<file path="src/rtl/uart_pkg.sv">
`default_nettype none
// ============================================================================
// uart_pkg -- shared UART link states and frame constants (rx and tx). Rev 1.0
// ============================================================================
package uart_pkg;

  typedef enum logic [2:0] {
    IDLE      = 3'd0,
    START     = 3'd1,
    DATA      = 3'd2,
    PARITY    = 3'd3,
    STOP      = 3'd4,
    DONE      = 3'd5,
    WAIT_IDLE = 3'd6
  } uart_state_t;

  // Start, parity and stop bits wrapped around the data bits.
  localparam int unsigned UART_FRAME_OVERHEAD = 3;
  localparam logic        UART_PARITY_EVEN    = 1'b1;
  localparam logic        UART_IDLE_LEVEL     = 1'b1;

  function automatic int unsigned uart_frame_bits(input int unsigned data_width);
    return data_width + UART_FRAME_OVERHEAD;
  endfunction

endpackage
`default_nettype wire

</file>
<file path="src/rtl/uart_rx_sync.sv">
`default_nettype none
// ============================================================================
// uart_rx_sync -- 2-flop rx synchronizer, preset to line idle. Built only with
// UART_RX_SYNC_EN defined.                                          Rev 1.0
// ============================================================================
`ifdef UART_RX_SYNC_EN
module uart_rx_sync
  import uart_pkg::*;
(
  input  logic clk,
  input  logic rst_n,
  input  logic din,
  output logic dout
);

  logic meta;

  always_ff @(posedge clk) begin
    if (!rst_n) begin
      meta <= UART_IDLE_LEVEL;
      dout <= UART_IDLE_LEVEL;
    end else begin
      meta <= din;
      dout <= meta;
    end
  end

endmodule
`endif
`default_nettype wire

</file>
<file path="src/rtl/uart_receiver.sv">
`default_nettype none
// ============================================================================
// uart_receiver -- even-parity UART frame deserialiser, MSB first.
// Option: UART_RX_SYNC_EN adds a 2-flop input synchronizer.          Rev 1.0
// ============================================================================
module uart_receiver
  import uart_pkg::*;
#(
  parameter int unsigned DATA_WIDTH   = 8,
  parameter int unsigned CLKS_PER_BIT = 1
) (
  input  logic                  clk,
  input  logic                  rst_n,
  input  logic                  rx_in,
  output logic [DATA_WIDTH-1:0] rx_data_out,
  output logic                  rx_valid,
  output logic                  busy,
  output logic                  parity_err,
  output logic                  frame_err
);

  localparam int unsigned      CNT_W    = $clog2(CLKS_PER_BIT) + 1;
  localparam int unsigned      IDX_W    = $clog2(DATA_WIDTH) + 1;
  localparam int unsigned      HALF     = (CLKS_PER_BIT - 1) / 2;
  localparam logic [CNT_W-1:0] CNT_LAST = CNT_W'(CLKS_PER_BIT - 1);
  localparam logic [CNT_W-1:0] CNT_HALF = CNT_W'(HALF);
  localparam logic [IDX_W-1:0] IDX_LAST = IDX_W'(DATA_WIDTH - 1);

  logic                  rx;
  uart_state_t           state;
  logic [CNT_W-1:0]      bit_cnt;
  logic [IDX_W-1:0]      bit_idx;
  logic [DATA_WIDTH-1:0] shift;
  logic                  par_bad;
  logic                  bit_tick;

`ifdef UART_RX_SYNC_EN
  uart_rx_sync u_rx_sync (
    .clk   (clk),
    .rst_n (rst_n),
    .din   (rx_in),
    .dout  (rx)
  );
`else
  assign rx = rx_in;
`endif

  assign bit_tick = (bit_cnt == CNT_LAST);

  always_ff @(posedge clk) begin
    if (!rst_n) begin
      state       <= IDLE;
      bit_cnt     <= '0;
      bit_idx     <= '0;
      shift       <= '0;
      par_bad     <= 1'b0;
      rx_data_out <= '0;
      rx_valid    <= 1'b0;
      busy        <= 1'b0;
      parity_err  <= 1'b0;
      frame_err   <= 1'b0;
    end else begin
      rx_valid <= 1'b0;
      case (state)
        // DONE also watches for a start bit so frames may abut the stop bit.
        IDLE, DONE: begin
          if (state == DONE && frame_err) begin
            state <= WAIT_IDLE;
          end else if (rx != UART_IDLE_LEVEL) begin
            busy    <= 1'b1;
            bit_idx <= '0;
            if (HALF == 0) begin
              state   <= DATA;
              bit_cnt <= '0;
            end else begin
              state   <= START;
              bit_cnt <= CNT_W'(1);
            end
          end else begin
            state <= IDLE;
            busy  <= 1'b0;
          end
        end
        START: begin
          if (bit_cnt == CNT_HALF) begin
            bit_cnt <= '0;
            if (rx == UART_IDLE_LEVEL) begin
              state <= IDLE;
              busy  <= 1'b0;
            end else begin
              state <= DATA;
            end
          end else begin
            bit_cnt <= bit_cnt + 1'b1;
          end
        end
        DATA: begin
          if (bit_tick) begin
            bit_cnt <= '0;
            shift   <= {shift[DATA_WIDTH-2:0], rx};
            if (bit_idx == IDX_LAST) begin
              bit_idx <= '0;
              state   <= PARITY;
            end else begin
              bit_idx <= bit_idx + 1'b1;
            end
          end else begin
            bit_cnt <= bit_cnt + 1'b1;
          end
        end
        PARITY: begin
          if (bit_tick) begin
            bit_cnt <= '0;
            par_bad <= rx ^ (^shift) ^ ~UART_PARITY_EVEN;
            state   <= STOP;
          end else begin
            bit_cnt <= bit_cnt + 1'b1;
          end
        end
        STOP: begin
          if (bit_tick) begin
            bit_cnt     <= '0;
            rx_data_out <= shift;
            parity_err  <= par_bad;
            frame_err   <= (rx != UART_IDLE_LEVEL);
            rx_valid    <= 1'b1;
            state       <= DONE;
          end else begin
            bit_cnt <= bit_cnt + 1'b1;
          end
        end
        WAIT_IDLE: begin
          if (rx == UART_IDLE_LEVEL) begin
            state <= IDLE;
            busy  <= 1'b0;
          end
        end
        default: begin
          state <= IDLE;
          busy  <= 1'b0;
        end
      endcase
    end
  end

endmodule
`default_nettype wire
</file>
<file path="config.mk">
export PLATFORM = sky130hd
export DESIGN_NAME = uart_receiver
export DESIGN_NICKNAME = d
export VERILOG_FILES = /design/src/rtl/uart_pkg.sv /design/src/rtl/uart_rx_sync.sv /design/src/rtl/uart_receiver.sv
export SDC_FILE = /design/constraint.sdc
export NUM_CORES = 1
export LEC_CHECK = 0
export CORE_ASPECT_RATIO = 1.4
export CORE_MARGIN = 5
export CORE_UTILIZATION = 58
export DETAILED_ROUTE_END_ITERATION = 12
export MAX_ROUTING_LAYER = met4
export PLACE_DENSITY = 0.82
export SLEW_MARGIN = 0
export SYNTH_ARGS = -nofsm -noshare
export SYNTH_HDL_FRONTEND = slang
export SYNTH_SLANG_ARGS = --single-unit
</file>
<file path="constraint.sdc">
create_clock -name clk -period 4 [get_ports clk]
set_clock_uncertainty 0.05 [all_clocks]
set_input_delay 1.2 -clock clk [delete_from_list [all_inputs] [get_ports clk]]
set_output_delay 1.2 -clock clk [all_outputs]
set_load 0.005 [all_outputs]
</file>
==> results of run 1 <==
[state kept, by name (all words and copies together) (netlist names)]
signal       flops
rx_data_out      8
bit_idx          4
state            3
frame_err        1
busy             1
par_bad          1
rx_valid         1
parity_err       1
shift            8
[cell usage in the layout (no fill, tap or decap), drive strengths merged]
cell type and count:
o32a 1, bufinv 1, xnor2 4, nand3 1, a31oi 1, o2bb2ai 1, nor2b 3, dfxtp 28
nor2 3, o211ai 3, a211oi 1, and2 2, clkbuf 3, clkdlybuf4s50 14, xnor3 1, nor3 3
xor2 2, or3 1, nand2 42, o21ai 6, a22oi 1, nor4bb 1, ha 1, a21boi 19
or3b 2, inv 3, nor4 1, nor3b 2, nand3b 1, nand2b 1, a21oi 7
[metrics by stage]
step                setup slack, ps  instance area, um2  std cells  utilization, %  total power, mW
finish                         1420                1460        182            67.6            0.499
detailed placement             1140                1400        178            65.2            0.324
floorplan                      1960                1290        153               -            0.317
global placement               1220                1400        178            65.2            0.322
global route                   1260                1460        182            67.6            0.520
CTS                            1400                1460        182            67.6            0.502
[power breakdown]
group	internal, mW	switching [mW]
logic	0.0137	0.0163
registers	0.283	0.00504
clock network	0.101	0.0799
total	0.398	0.101
[area by class of cell]
class | count | area (um2)
flip-flops and latches | 28 | 561
clock inverters | 1 | 30.0
fillers | 185 | 697
clock buffers | 3 | 22.5
multi-input cells | 111 | 663
inverters | 3 | 11.3
repair buffers | 14 | 140
well taps | 22 | 27.5
[how the worst min path moves through the flow]
stage                   startpoint              to  slack [ps]  depth (start not counted)
floorplan                  par_bad      parity_err         380                          2
global placement    rx_data_out[1]  rx_data_out[1]         390                          2
detailed placement  rx_data_out[4]  rx_data_out[4]         390                          2
CTS                 rx_data_out[4]  rx_data_out[4]         410                          2
global route        rx_data_out[4]  rx_data_out[4]         430                          2
finish              rx_data_out[4]  rx_data_out[4]         410                          2
[cell families after synthesis]
logic type	Yosys count	share of synthesized area, %
adders and majority gates	1	0.966
and+or+nand+nor	63	23.6
AOI/OAI and AO/OA	40	20.9
xor gates and xnor gates	7	5.80
DFF	28	43.3
buffers and inverters	14	5.51
[routing by layer]
layer  vias up  track usage (%)  share of wire (%)  routed length (um)
met1       458             19.7                 44                1070
met3         4             2.26                4.7                 114
met5         -                -                  0                   0
li1        529                -                  -                   -
met4         0             7.87                1.3                  31
met2        29             27.2                 50                1230
==> flow_metrics.env, run 1 <==
export IMPL_routed_wl_um=2440
export IMPL_period_share_pct=64.4
export IMPL_drv_cap=0
export IMPL_critical_path_cell_count=1
export IMPL_post_cts_buffers=0
export IMPL_crit_arrival_ps=1330
export IMPL_synth_largest_area_cell="dfxtp_1"
export IMPL_clk_pin_slew_ps=150
export IMPL_synth_area_um2=1290
export IMPL_drive_above_1_share_pct=5.00
export IMPL_first_iter_violations=24
export IMPL_die_h_um=65.9
export IMPL_num_vias=1020
export IMPL_reg2reg_depth=4
export IMPL_ir_worst_vdd_uv=226
export IMPL_n_antenna_cell=0
export IMPL_regToRegEndpoint="rx_data_out[2]"
export IMPL_clk_latency_ps=320
export IMPL_avgSynthCellArea_um2=8.46
export IMPL_wl_per_cell_um=13.4
export IMPL_ios=15
export IMPL_powerDensity_nw_per_um2=343
export IMPL_crit_family="buffers and inverters"
export IMPL_clockRootBuffer="clkbuf_4"
export IMPL_gr_total_overflow=0
export IMPL_crit_end="frame_err"
export IMPL_hold_viol=0
export IMPL_cts_tree="done"
export IMPL_synth_edff_count=0
export IMPL_gp_congestion=0.808
export IMPL_startpoint="frame_err"
export IMPL_reg2reg_slack_ps=1900
export IMPL_worst_path_buf_inv=1
export IMPL_start_util_pct=60.2
export IMPL_startpoint_type="flip-flop"
export IMPL_synth_most_common_cell="nand2_1"
export IMPL_rsz0062_at_grt="false"
export IMPL_drc_errors=0
export IMPL_async_flop_share_pct=0
export IMPL_holdWs_ps=411
export IMPL_io_buffers=14
export IMPL_fin_nets=165
export IMPL_slew_headroom_pct=20.6
export IMPL_synth_distinct_cells=37
export IMPL_grt_pass1_wl_um=4240
export IMPL_die_w_um=49.9
export IMPL_first_pass_iters=4
export IMPL_synth_net_count=157
export IMPL_hold_class="flip-flop to flip-flop"
export IMPL_cts_num_sinks=28
export IMPL_yosysWarningCount=0
export IMPL_slew_violations=0
export IMPL_crit_chain="clkdlybuf4s50_1"
export IMPL_dp_hpwl_um=1720
export IMPL_yosys_area_top_type_share_pct=43.3
export IMPL_syn_to_final_growth_pct=12.4
export IMPL_drt_vias_per_instance=5.60
export IMPL_synth_cells=153
export IMPL_fin_tns_setup_ps=0
export IMPL_timing_rr_start="state[2]"
export IMPL_grt_antenna_before_repair=0
export IMPL_cts_htree_levels=1
export IMPL_cp_slowest_cell="clkdlybuf4s50_1"
export IMPL_path_class="flip-flop to primary output"
export IMPL_hold_buffers=0
export IMPL_status="finished, final reports clean"
export IMPL_grt_max_degree=29
export IMPL_max_freq_mhz=388
export IMPL_ys_seq_area_share_pct=43.3
export IMPL_grt_use_total_pct=16.5
export IMPL_cts_resized=0
export IMPL_die_area_um2=3290
export IMPL_synth_common_cells="nand2_1 (42), dfxtp_1 (28), a21boi_1 (11), a21boi_0 (8), a21oi_1 (7)"
export IMPL_cpPeakStageDelay_ps=550
export IMPL_first_global_vias=980
export IMPL_cp_max_fo=6
export IMPL_cts_buffer_depth=2
export IMPL_drtAntennaViolNets=0
export IMPL_worstMarginPinSlew_ps=1180
export IMPL_cts_buffers=3
export IMPL_setup_viol=0
export IMPL_synthTopCellsByArea="dfxtp_1 (43%), nand2_1 (12%), a21boi_1 (6.4%), a21boi_0 (4.6%), a21oi_1 (2.7%)"
export IMPL_leakage_nw=0.498
export IMPL_row_count=20
export IMPL_finalCriticalPeriod_ps=2580
export IMPL_critPathRequiredTime_ps=2750
export IMPL_core_area_um2=2150
export IMPL_end_kind="primary output"
export IMPL_synth_seq_cells=28
export IMPL_synth_flop_cell="dfxtp_1"
Note: power is estimated with default switching activity, not from simulation.
==> run 2: changes to the inputs <==
--- a/config.mk
+++ b/config.mk
@@ -7,10 +7,10 @@
 export LEC_CHECK = 0
 export CORE_ASPECT_RATIO = 1.4
 export CORE_MARGIN = 5
-export CORE_UTILIZATION = 58
+export CORE_UTILIZATION = 54
 export DETAILED_ROUTE_END_ITERATION = 12
 export MAX_ROUTING_LAYER = met4
-export PLACE_DENSITY = 0.82
+export PLACE_DENSITY = 0.77
 export SLEW_MARGIN = 0
 export SYNTH_ARGS = -nofsm -noshare
 export SYNTH_HDL_FRONTEND = slang
==> constraint.sdc (replaced) <==
create_clock -name clk -period 2.45 [get_ports clk]
set_clock_uncertainty 0.05 [all_clocks]
set_input_delay 0.735 -clock clk [delete_from_list [all_inputs] [get_ports clk]]
set_output_delay 0.735 -clock clk [all_outputs]
set_load 0.005 [all_outputs]
==> flow_metrics.env, run 2 (synthesis gave the netlist of run 1 again) <==
export IMPL_row_count=21
export IMPL_die_area_um2=3490
export IMPL_nFillCells=213
export IMPL_grt_antenna_before_repair=0
export IMPL_max_freq_mhz=480
export IMPL_multi_input_area_um2=663
export IMPL_cts_buffer_depth=2
export IMPL_cpPeakStageDelay_ps=550
export IMPL_p_seq_share_pct=67.3
export IMPL_routed_wl_um=2380
export IMPL_grt_pass1_wl_um=4170
export IMPL_gp_congestion=0.751
export IMPL_wl_met3_um=55
export IMPL_wl_met2_um=1250
export IMPL_switching_share_pct=22.2
export IMPL_switchingPower_mw=0.155
export IMPL_drtAntennaViolNets=0
export IMPL_crit_chain="clkdlybuf4s50_1"
export IMPL_slew_headroom_pct=53.4
export IMPL_clk_latency_ps=310
export IMPL_grt_use_total_pct=15.6
export IMPL_clockRootBuffer="clkbuf_4"
export IMPL_rsz0062_at_grt="false"
export IMPL_p_comb_share_pct=7.2
export IMPL_drc_errors=0
export IMPL_io_buffers=14
export IMPL_path_class="flip-flop to primary output"
export IMPL_pwr_share_clk_pct=25.6
export IMPL_cts_tree="done"
export IMPL_clk_pin_slew_ps=130
export IMPL_cp_slowest_cell="clkdlybuf4s50_1"
export IMPL_core_area_um2=2340
export IMPL_fin_nets=168
export IMPL_finalPower_mw=0.698
export IMPL_wl_met1_um=1050
export IMPL_highest_layer="met4"
export IMPL_startpoint_type="flip-flop"
export IMPL_first_global_vias=1020
export IMPL_crit_arrival_ps=1300
export IMPL_cts_num_sinks=28
export IMPL_powerDensity_nw_per_um2=482
export IMPL_slew_violations=0
export IMPL_start_util_pct=55.4
export IMPL_layout_commonest_cell="nand2_1"
export IMPL_ir_worst_vdd_uv=327
export IMPL_hold_buffers=0
export IMPL_first_iter_violations=15
export IMPL_holdWs_ps=413
export IMPL_cp_max_fo=6
export IMPL_dp_hpwl_um=1790
export IMPL_hold_class="flip-flop to flip-flop"
export IMPL_cts_htree_levels=1
export IMPL_gr_total_overflow=0
export IMPL_hold_viol=0
export IMPL_setup_viol=0
export IMPL_cts_buffers=3
export IMPL_mostFrequentLayoutCells="nand2_1 (42), dfxtp_1 (28), clkdlybuf4s50_1 (14), a21boi_1 (11), a21boi_0 (8)"
export IMPL_top_regs="rx_data_out: 8 flops, shift: 8 flops, bit_idx: 4 flops"
export IMPL_crit_family="buffers and inverters"
export IMPL_leakage_nw=0.499
export IMPL_critPathRequiredTime_ps=1660
export IMPL_end_kind="primary output"
export IMPL_syn_to_final_growth_pct=11.9
export IMPL_cts_resized=0
export IMPL_grt_max_degree=15
export IMPL_period_share_pct=85.0
export IMPL_worstMarginPinSlew_ps=696
export IMPL_p_int_mw=0.543
export IMPL_die_w_um=51.4
export IMPL_post_cts_buffers=0
export IMPL_drv_cap=0
export IMPL_layout_area_seq_um2=561
export IMPL_drt_vias_per_instance=5.64
export IMPL_wl_per_cell_um=12.9
export IMPL_finalCriticalPeriod_ps=2080
export IMPL_fin_tns_setup_ps=0
export IMPL_status="finished, final reports clean"
export IMPL_first_pass_iters=4
export IMPL_num_vias=1043
export IMPL_drive_above_1_share_pct=6.17
export IMPL_n_antenna_cell=0
export IMPL_worst_path_buf_inv=1
export IMPL_die_h_um=67.9
export IMPL_ios=15
## run 2: routing by layer
| metal | up-vias | GRT usage (%) |
|---|---|---|
| li1 | 533 | - |
| met1 | 488 | 17.2 |
| met2 | 18 | 29.0 |
| met3 | 4 | 1.96 |
| met4 | 0 | 4.92 |
| met5 | - | - |
## run 2: final cells by class
class / count / area share, %
multi-input combinational: 111 / 45.8
sequential: 28 / 38.7
timing repair buffer: 17 / 11.2
tap: 23 / 1.99
clock buffer: 3 / 1.55
inverter: 3 / 0.777
## run 2: path summary, 6_finish.rpt
kind | slack (ps) | cells past startpoint | start | to
max reg2reg | 710 | 3 | state[1] | bit_idx[0]
min reg2reg | 410 | 2 | rx_data_out[5] | rx_data_out[5]
min | 410 | 2 | rx_data_out[5] | rx_data_out[5]
max | 370 | 1 | frame_err | frame_err
## run 2: through the flow
step / cell area, um2 / utilization [%] / std cells / setup slack, ps
after global placement: 1430 / 61.0 / 182 / 349
after detailed placement: 1430 / 61.0 / 182 / 315
after global routing: 1450 / 62.0 / 185 / 276
final: 1450 / 62.0 / 185 / 366
after floorplan: 1290 / - / 153 / 878
after CTS: 1450 / 62.0 / 185 / 347
## run 2: power by group through the flow
| stage | registers (mW) | logic [mW] | clock network, mW |
|---|---|---|---|
| finish | 0.469 | 0.0500 | 0.178 |
| global route | 0.471 | 0.0557 | 0.202 |
| CTS | 0.469 | 0.0506 | 0.185 |
| detailed placement | 0.479 | 0.0502 | 0 |
| global placement | 0.479 | 0.0489 | 0 |
| floorplan | 0.476 | 0.0425 | 0 |
==> RTL change 1 (config.mk and constraints of run 1) <==
Re-encode `uart_state_t` (7 states) as one-hot, 7 bits wide.
--- a/src/rtl/uart_pkg.sv
+++ b/src/rtl/uart_pkg.sv
@@ -4,14 +4,14 @@
 // ============================================================================
 package uart_pkg;
 
-  typedef enum logic [2:0] {
-    IDLE      = 3'd0,
-    START     = 3'd1,
-    DATA      = 3'd2,
-    PARITY    = 3'd3,
-    STOP      = 3'd4,
-    DONE      = 3'd5,
-    WAIT_IDLE = 3'd6
+  typedef enum logic [6:0] {
+    IDLE      = 7'b0000001,
+    START     = 7'b0000010,
+    DATA      = 7'b0000100,
+    PARITY    = 7'b0001000,
+    STOP      = 7'b0010000,
+    DONE      = 7'b0100000,
+    WAIT_IDLE = 7'b1000000
   } uart_state_t;
 
   // Start, parity and stop bits wrapped around the data bits.
Behaviour: no difference found for any inputs over 10 cycles, from zero or initial values and one cycle with rst_n low; not proved beyond that.
==> RTL change 1 against run 1 <==
Via count grew 5.2%; setup slack lost 0.14 ns; sequential cell count grew 3; count of clock-buffer cells in the layout grew 3; power grew 20%; wire length grew 9.0%; cell area grew 6.3%; area after synthesis grew 2.0%.
==> RTL change 1: results (changes against run 1) <==
* Outcome: completed
* Hold EP: rx_data_out[0]
* WL final at 2.66 mm (+9.0%)
* Clkbuf count at 6 (+3)
* Regs by FF count: rx_data_out (8), shift (8), state (6)
* Via count at 1,073 (+5.2%)
* Via density at 5.90 (+5.2%)
* Pre-CTS setup slack at 0.945 ns (-0.192 ns)
* Detailed-routing wirelength on met1 at 1.07 mm (-0.19%)
* Compound-Gate Fraction of Synth Area at 0.134 (-0.0752)
* CP Class: input pin to flop
* Synth cell types at 36 (-2.7%)
* Seq area share at 0.401 (+0.0161)
* FF+latch area at 621 µm² (+11%)
* H-tree depth at 2 (+1)
* Area contributors post-synth: dfxtp_1 (47%), mux2i_1 (6.8%), nand2_1 (5.4%)
* Max VDD drop at 0.341 mV (+51%)
* Reg2reg start: state[5]
* Mux cell area share after synthesis at 0.0682 (+0.0682)
* Largest fanout on the critical path at 29 (+23)
* First-pass GRT wire length at 4.55 mm (+7.5%)
* Synth Area in XOR/XNOR at 0.0634 (+0.00548)
* Sequential-to-total area share from yosys stat at 0.470 (+0.0368)
* Clock buffer count from CTS at 5 (+2)
* Gpl congestion at 0.854 (+5.6%)
* Vias in the first global route at 1,048 (+6.9%)
* DPL Wire Length at 1.85 mm (+7.7%)
* Top post-synthesis cells by count: dfxtp_1 (31), nand2_1 (19), nor2_1 (16)
* Met3 WL post-DR at 139 µm (+22%)
* Nets at 163 (-1.2%)
* Largest net degree at the start of global routing at 30 (+3.4%)
* Adder-cell share of the synthesized area at 0.00947 (-0.000192)
* Crit path from: rst_n
* Synth Area per Inst at 9.18 µm² (+8.4%)
* Flop2flop setup slack at 2.22 ns (+0.32 ns)
* Slew @ Worst Pin at 0.824 ns (-0.357 ns)
* Layout cell share with drive strength beyond 1 at 0.0813 (+0.0313)
## RTL change 1: changes by cell type after synthesis, sizes merged, moves of 4 or more
cell,before,now
mux2i,0,9
nor2,3,16
buf,8,4
a21oi,7,13
a21boi,19,0
nand2,42,19
## RTL change 1: power breakdown
part	leakage [nW]	switching, mW	internal (mW)
Combinational	0.329	0.0177	0.0119
Sequential	0.250	0.00476	0.311
Clock	0.0482	0.103	0.148
Total	0.628	0.126	0.471
## RTL change 1: layer usage
| layer | track usage | vias to the layer above |
|---|---|---|
| li1 | - | 536 |
| met1 | 0.191 | 511 |
| met2 | 0.302 | 18 |
| met3 | 0.0694 | 8 |
| met4 | 0.0831 | 0 |
| met5 | - | - |
## RTL change 1: logic make-up after synthesis
group | count (synthesis)
muxes | 9
DFF | 31
and+or+nand+nor | 59
xor gates and xnor gates | 8
buffers and inverters | 8
adders and majority gates | 1
AOI/OAI and AO/OA | 28
==> RTL change 2 (flow settings as in run 1) <==
Made on the original files. Change the parameter `DATA_WIDTH` from 8 to 16.
--- a/src/rtl/uart_receiver.sv
+++ b/src/rtl/uart_receiver.sv
@@ -6,7 +6,7 @@
 module uart_receiver
   import uart_pkg::*;
 #(
-  parameter int unsigned DATA_WIDTH   = 8,
+  parameter int unsigned DATA_WIDTH   = 16,
   parameter int unsigned CLKS_PER_BIT = 1
 ) (
   input  logic                  clk,
Ports: changed (resized rx_data_out); port bits go from 15 to 23. The function was not compared with the original's and may differ.
==> RTL change 2 against run 1 <==
Power up 71%; cell area up 59%; sequential cell count up 17; setup slack worse by 0.074 ns; critical endpoint is now par_bad; area after synthesis up 54%; largest power group unchanged; wire length up 55%.
==> RTL change 2: results (changes against run 1) <==
* Top post-synthesis cells by count: nand2_1 (71), dfxtp_1 (45), a21boi_0 (25)
* Post-Syn Nets at 240 (+53%)
* Fillers at 269 (+45%)
* Total setup buffers inserted after CTS at 0 (unchanged)
* Placed Instance Area at 0.00220 mm² (+57%)
* Layout cell share with drive strength beyond 1 at 0.0437 (-0.00635)
* Clock buffer count from CTS at 5 (+2)
* Worst setup margin at 1.35 ns (-0.0735 ns)
* Crit path from: rx_in
* Ant diodes at 0 (unchanged)
* Outcome: completed
* CTS Root Cell: clkbuf_8
* Reg2reg start: state[1]
* Clock buffer depth at 2 (unchanged)
* Worst hold start: bit_idx[4]
* Sequential-to-total area share from yosys stat at 0.453 (+0.0197)
* Worst path max stage delay at 0.66 ns (+0.11 ns)
* Later-pin clock latency in the skew report at 0.29 ns (-0.03 ns)
* Largest net degree at the start of global routing at 47 (+62%)
* FFs w/ async S/R, synth at 0 (unchanged)
* Via density at 5.41 (-3.4%)
* Slowest cell on crit path: clkdlybuf4s50_1
* Iteration-0 DRC Markers at 44 (+83%)
* Relative slew slack at 0.508 (+0.302)
* First-pass DRT Iterations at 4 (unchanged)
* Max VDD drop at 0.295 mV (+31%)
* Yosys warns at 0 (unchanged)
* Largest fanout on the critical path at 9 (+3)
* Clk slew on worst S/H paths at 0.08 ns (-0.07 ns)
* Global-route usage over all layers at 0.188 (+0.0226)
* Antenna violations before repair at 0 (unchanged)
* HP Class: flop to flop
* Pre-CTS setup slack at 1.04 ns (-0.0980 ns)
* Leakage at 0.792 nW (+59%)
* Gpl congestion at 0.726 (-10%)
* Vias in the first global route at 1,451 (+48%)
* Synth Flop Type: dfxtp_1
* First-pass GRT wire length at 6.62 mm (+56%)
* WL final at 3.78 mm (+55%)
* Regs by FF count: rx_data_out (16), shift (16), bit_idx (5)
* Synth cell types at 34 (-8.1%)
* Post-CTS sizing at 0 (unchanged)
* Setup tns final at 0 ns (unchanged)
* Data arrival, critical path at 2.79 ns (+1.46 ns)
* Nets at 255 (+55%)
* PortBufs at 22 (+8)
* H-tree depth at 2 (+1)
* Top delay family on crit path: XOR/XNOR gates
* Area contributors post-synth: dfxtp_1 (45%), nand2_1 (13%), a21boi_0 (9.4%)
* DPL Wire Length at 2.48 mm (+44%)
* Flop2flop setup slack at 2.04 ns (+0.14 ns)
==> RTL change 2: changes by cell type in the layout (fill, tap and decap cells not counted), sizes merged, moves of 4 or more <==
cell / before / now
xnor2: 4 / 12
clkdlybuf4s50: 14 / 22
a21boi: 19 / 37
dfxtp: 28 / 45
clkbuf: 3 / 7
nor2: 3 / 8
nand2: 42 / 71
==> RTL change 2: layout make-up <==
cell class,instances,area share
Clock buffer,7,0.0372
Inverter,1,0.00162
Clock inverter,1,0.0130
Multi-Input combinational cell,174,0.437
Tap cell,40,0.0216
Sequential cell,45,0.389
Timing Repair Buffer,24,0.101
==> RTL change 2: worst paths after layout <==
| path | endpoint | depth (start not counted) |
|---|---|---|
| worst min-delay path | bit_idx[4] | 2 |
| worst max-delay path | par_bad | 6 |
| worst max register to register | bit_idx[3] | 5 |
| worst min register to register | bit_idx[4] | 2 |
==> RTL change 2: logic make-up (layout without fill, tap and decap cells) <==
group / count (synthesis) / after routing / share of synthesized area
compound gates: 57 / 57 / 0.201
xor+xnor: 15 / 15 / 0.0767
fa+ha+maj: 1 / 1 / 0.00628
buf+inv: 17 / 33 / 0.0390
flops: 45 / 45 / 0.453
simple gates: 101 / 101 / 0.224
==> RTL change 2: report_power, final <==
group,internal [mW],switching (mW)
clock network,0.204,0.149
logic,0.0218,0.0254
registers,0.451,0.00478
==> RTL change 2: stage by stage <==
stage / hold WS, ns / utilization / instances
CTS: 0.403 / 0.693 / 292
finish: 0.400 / 0.693 / 292
global placement: 0.381 / 0.658 / 284
global route: 0.436 / 0.693 / 292
detailed placement: 0.391 / 0.658 / 284
floorplan: 0.373 / - / 236
==> RTL change 2: metal layers <==
metal	track usage	wire length, µm	vias up
li1	-	-	801
met1	0.221	1520	749
met2	0.306	2050	25
met3	0.0439	147	6
met4	0.0732	63	0
met5	-	0	-
